## config.mk

```make
export PLATFORM = sky130hd
export DESIGN_NAME = inst_ram_loader
export DESIGN_NICKNAME = d
export VERILOG_FILES = /design/src/rtl/inst_ram_loader.sv
export SDC_FILE = /design/constraint.sdc
export NUM_CORES = 1
export LEC_CHECK = 0
export BUFFER_PORTS_ARGS = -buffer_cell sky130_fd_sc_hd__buf_2
export CAP_MARGIN = 10
export CORE_ASPECT_RATIO = 0.5
export CORE_MARGIN = 2
export CORE_UTILIZATION = 50
export CTS_CLUSTER_SIZE = 28
export DETAILED_ROUTE_END_ITERATION = 6
export GPL_ROUTABILITY_DRIVEN = 0
export HOLD_SLACK_MARGIN = 0.03
export PLACE_DENSITY = 0.86
export SYNTH_ARGS = -nofsm -noshare
export SYNTH_HDL_FRONTEND = slang
export SYNTH_SLANG_ARGS = --single-unit
```

## constraint.sdc

```tcl
create_clock -name clk -period 1.9 [get_ports clk]
set_input_delay 0.095 -clock clk [delete_from_list [all_inputs] [get_ports clk]]
set_output_delay 0.095 -clock clk [all_outputs]
set_load 0.01 [all_outputs]
```

## src/rtl/inst_ram_loader.sv

```systemverilog
`timescale 1ns/1ps
// Instruction RAM loader: unpacks a length-prefixed byte stream into
// big-endian 32-bit words and writes them, holding the core until done.
module inst_ram_loader #(
  parameter logic [31:0] BASE_ADDR = 32'h0000_0000,
  parameter logic [15:0] MAX_WORDS = 16'd1024
) (
  input  logic        clk,
  input  logic        rst,
  input  logic        start_i,
  input  logic [7:0]  byte_i,
  input  logic        byte_valid_i,
  output logic        byte_ready_o,
  output logic        mem_we_o,
  output logic [31:0] mem_addr_o,
  output logic [31:0] mem_data_o,
  output logic        cpu_hold_o,
  output logic        done_o,
  output logic        err_o,
  output logic [15:0] words_loaded_o
);

  typedef enum logic [2:0] {
    IDLE,
    LEN_HI,
    LEN_LO,
    DATA,
    WRITE,
    DONE,
    ERROR
  } state_t;

  state_t      state_q;
  state_t      state_d;
  logic [15:0] len_q;
  logic [15:0] idx_q;
  logic [15:0] wl_q;
  logic [1:0]  cnt_q;
  logic [23:0] shift_q;
  logic        we_q;
  logic [31:0] addr_q;
  logic [31:0] data_q;

  logic        xfer;
  logic        restart;
  logic [15:0] len_full;
  logic [15:0] idx_inc;

  assign byte_ready_o = (state_q == LEN_HI) ||
                        (state_q == LEN_LO) ||
                        (state_q == DATA);
  assign xfer     = byte_valid_i & byte_ready_o;
  assign restart  = start_i & ((state_q == IDLE) ||
                               (state_q == DONE) ||
                               (state_q == ERROR));
  assign len_full = {len_q[15:8], byte_i};
  assign idx_inc  = idx_q + 16'd1;

  assign mem_we_o       = we_q;
  assign mem_addr_o     = addr_q;
  assign mem_data_o     = data_q;
  assign done_o         = (state_q == DONE);
  assign err_o          = (state_q == ERROR);
  assign cpu_hold_o     = (state_q != DONE);
  assign words_loaded_o = wl_q;

  always_ff @(posedge clk or negedge rst) begin
    if (!rst) begin
      state_q <= IDLE;
    end else begin
      state_q <= state_d;
    end
  end

  always_comb begin
    state_d = state_q;
    unique case (state_q)
      IDLE: begin
        if (start_i) state_d = LEN_HI;
      end
      LEN_HI: begin
        if (xfer) state_d = LEN_LO;
      end
      LEN_LO: begin
        if (xfer) begin
          if (len_full == 16'd0)
            state_d = DONE;
          else if (len_full > MAX_WORDS)
            state_d = ERROR;
          else
            state_d = DATA;
        end
      end
      DATA: begin
        if (xfer && cnt_q == 2'd3) state_d = WRITE;
      end
      WRITE: begin
        if (idx_inc == len_q)
          state_d = DONE;
        else
          state_d = DATA;
      end
      DONE, ERROR: begin
        if (start_i) state_d = LEN_HI;
      end
      default: state_d = IDLE;
    endcase
  end

  always_ff @(posedge clk or negedge rst) begin
    if (!rst) begin
      len_q   <= 16'd0;
      idx_q   <= 16'd0;
      wl_q    <= 16'd0;
      cnt_q   <= 2'd0;
      shift_q <= 24'd0;
      we_q    <= 1'b0;
      addr_q  <= BASE_ADDR;
      data_q  <= 32'd0;
    end else begin
      // WRITE lasts one cycle, so the strobe tracks entry into it
      we_q <= (state_d == WRITE);
      if (restart) begin
        idx_q <= 16'd0;
        cnt_q <= 2'd0;
        wl_q  <= 16'd0;
      end
      if (state_q == LEN_HI && xfer) begin
        len_q[15:8] <= byte_i;
      end
      if (state_q == LEN_LO && xfer) begin
        len_q[7:0] <= byte_i;
      end
      if (state_q == DATA && xfer) begin
        cnt_q   <= cnt_q + 2'd1;
        shift_q <= {shift_q[15:0], byte_i};
        if (cnt_q == 2'd3) begin
          data_q <= {shift_q, byte_i};
          addr_q <= BASE_ADDR + {14'd0, idx_q, 2'b00};
        end
      end
      if (state_q == WRITE) begin
        idx_q <= idx_inc;
        wl_q  <= wl_q + 16'd1;
      end
    end
  end

endmodule

```

==> reports/results.tsv <==
stage	metric	value	unit
status	outcome	finished with violations	
status	violations	setup timing	
place	port_buffers	80	
grt	grt_pass1_vias	4449	
yosys	synthAdderAreaFrac	0.00625	
yosys	ys_async_sr_fraction	1.00	
power	p_per_area	1410	mW/mm^2
floorplan	die_h	81.5	um
timing	slew_headroom	0.662	
finish	utilization	0.634	
routing	wl_per_cell	18.0	um
grt	grt_usage	0.221	
setup_path	crit_path_start_kind	flop	
timing	hold_viol	0	
yosys	yosys_warnings	0	
yosys	synthesis.area	0.00601	mm^2
floorplan	initial_core_util	0.510	
clocking	cts_root_buf	clkbuf_16	
timing	fin_crit	1.96	ns
clocking	clock_path_buffers	2	
timing	finalMaxSlewViolations	0	
place	hpwlAfterDp	9060	um
power	finalPower	10500	uW
yosys	synth-compound-area-share	0.0819	
yosys	synth.mux.area_fraction	0.167	
finish	postLayoutCellArea	0.00746	mm^2
clocking	path_clk_slew	0.06	ns
power	leakage	0.00364	uW
routing	drt-pass1-iter-count	5	
setup_path	arrival	2.26	ns
yosys	syn_inst	505	
clocking	clock-sinks	126	
finish	layout-drive-gt1-share	0.434	
routing	viasPerCell	5.75	
timing	rsz0062_at_grt	true	
grt	antenna_found_initial	0	
routing	drt_wl_total	14400	um
clocking	insertion_delay	0.42	ns
setup_path	cp-end-kind	flop	
yosys	synth_xor_area_frac	0.0335	
flow_run	max_cap_viol_count	0	
floorplan	core_area	0.0118	mm^2
setup_path	cpPeakStageDelay	0.48	ns
timing	setup_slack	-0.0615	ns
setup_path	cpMaxStageDelayCell	dfrtp_1	
floorplan	rows	28	
timing	tightest_slew	0.507	ns
power	peakVddDrop	0.000898	V
grt	grt_max_degree	56	
timing	fmax	0.510	GHz
routing	dr.first_iter.drc_count	429	
timing	setup_viol	2	
yosys	ys.flop_type	dfrtp_1	
grt	gr-total-overflow	0	
yosys	ys_seq_area_frac	0.525	
setup_path	critPathMaxFanout	5	
setup_path	path_cells	nand3_2 -> or3_1 -> a211oi_2 -> o22ai_2 -> nor4_4 -> o21ai_1	
finish	syn_to_final_growth	24.3	%
timing	finalCritPeriodShare	1.03	
timing	holdWs	0.0414	ns
floorplan	die_area	0.0130	mm^2
yosys	synth_area_per_cell	11.9	um^2
yosys	synth_cell_types	57	
floorplan	die_x	159	um
timing	fin_skew	0.0152	ns
setup_path	crit_type	flop to flop	
routing	drcViolationCount	0	
yosys	synth_top_family_by_area	multiplexers	
setup_path	cp.required	2.20	ns
yosys	synth-simple-area-share	0.130	
hold_path	hold_class	input pin to flop	
floorplan	ioPinCount	97	
finish	fin_nets	640	
clocking	cts_made_buffers	17	
finish	antenna_cells	0	
place	dpl_cell_area	0.00670	mm^2
clocking	htree_levels	4	
yosys	synth-edff-count	0	
routing	vias	4616	
clocking	cts_tree	done	
routing	ant_nets	0	
grt	grt_first_pass_wirelength	22400	um
yosys	synth-seq-cells	126	
[metal layers]
layer / GRT usage / share of wire / wire length, um
met1: 0.277 / 0.43 / 6270
met2: 0.368 / 0.49 / 7020
met3: 0.0631 / 0.059 / 858
met4: 0.0891 / 0.019 / 278
met5: 0 / 0 / 0
[worst max-delay path, delay by kind of cell, from the launching register on]
family             cells  cell delay, ns
AOI/OAI and AO/OA      3            0.44
and+or+nand+nor        3            0.90
DFF                    1            0.48
[layout make-up]
cell class | count | area (um^2)
timing repair buffer | 131 | 843
sequential | 126 | 3160
tap | 165 | 206
multi-input combinational | 345 | 2670
inverter | 4 | 15.0
fill | 871 | 4310
clock buffer | 19 | 443
clock inverter | 13 | 131
[registers in the layout, summed over array words and instances, names as in the netlist]
register	cells
mem_data_o	32
shift_q	24
idx_q	16
len_q	16
mem_addr_o	16
words_loaded_o	16
state_q	3
cnt_q	2
mem_we_o	1
[cells in the mapped netlist (3+ instances only)]
| cell | instances | area, um^2 |
|---|---|---|
| a31oi_1 | 6 | 37.5 |
| buf_6 | 3 | 33.8 |
| clkbuf_8 | 4 | 55.1 |
| xor2_1 | 14 | 123 |
| and3_1 | 4 | 25.0 |
| clkbuf_1 | 7 | 26.3 |
| nor3_1 | 9 | 45.0 |
| nand3_1 | 17 | 85.1 |
| or3_1 | 3 | 18.8 |
| inv_1 | 4 | 15.0 |
| nor4_1 | 3 | 18.8 |
| xnor2_1 | 9 | 78.8 |
| buf_4 | 20 | 150 |
| nor2_1 | 26 | 97.6 |
| and2_1 | 4 | 25.0 |
| ha_1 | 3 | 37.5 |
| dfrtp_1 | 126 | 3150 |
| nand2_1 | 27 | 101 |
| nand2b_1 | 4 | 25.0 |
| mux2_2 | 88 | 991 |
| buf_2 | 11 | 55.1 |
| o211ai_1 | 5 | 37.5 |
| o21ai_0 | 47 | 235 |
| o31ai_1 | 10 | 75.1 |
| nand4_1 | 12 | 75.1 |
[report_power, final]
group	switching, uW	total [uW]	leakage, uW	internal [uW]
registers	633	4150	0.00166	3520
logic	1610	3230	0.00171	1620
clock network	1260	3120	0.000277	1860
[worst paths after layout]
kind                                                       end                            from  slack, ns  depth (start not counted)
worst max-delay path                      state_q[1]$_DFF_PN0_            idx_q[5]$_DFFE_PN0P_      -0.06                          6
worst min-delay path                 mem_data_o[3]$_DFFE_PN0P_                       byte_i[3]       0.04                          2
worst max register to register            state_q[1]$_DFF_PN0_            idx_q[5]$_DFFE_PN0P_      -0.06                          6
worst min register to register  words_loaded_o[15]$_DFFE_PN0P_  words_loaded_o[15]$_DFFE_PN0P_       0.48                          1
max in group asynchronous                 idx_q[4]$_DFFE_PN0P_                             rst       1.02                          3
min in group asynchronous           mem_data_o[26]$_DFFE_PN0P_                             rst       0.20                          2
[per-stage QoR]
step / setup WS, ns / setup TNS [ns] / std cells
floorplan: 0.0197 / 0 / 520
global placement: 0.0112 / 0 / 760
detailed placement: -0.0891 / -0.119 / 760
CTS: 0.00751 / 0 / 801
global route: -0.131 / -0.245 / 803
finish: -0.0615 / -0.122 / 803
[placed cells by master (no fill, tap or decap), types with 16 or more instances in the layout]
master / count
dfrtp_1: 120
mux2_2: 88
buf_2: 79
o21ai_0: 44
buf_4: 41
nand2_1: 27
nor2_1: 24
clkbuf_16: 17
nand3_1: 16
conb_1: 16
[kinds of logic (layout without fill, tap and decap cells)]
family                     after synthesis  count (layout)
and+or+nand+nor                        132             132
buffers and inverters                   49             167
adders and majority gates                3               3
DFF                                    126             126
muxes                                   89              89
xor gates and xnor gates                23              23
other                                    1              16
AOI/OAI and AO/OA                       82              82
[what timing repair did]
action / in CTS / in global routing
gates cloned: 0 / 0
hold buffers: 8 / 0
endpoints found under the hold margin: 61 / 0
resized for setup: 8 / 15
setup buffers: 1 / 2
endpoints found under the setup margin: 2 / 5
pin swaps: 3 / 5
Power figures use the tool's default switching activity.
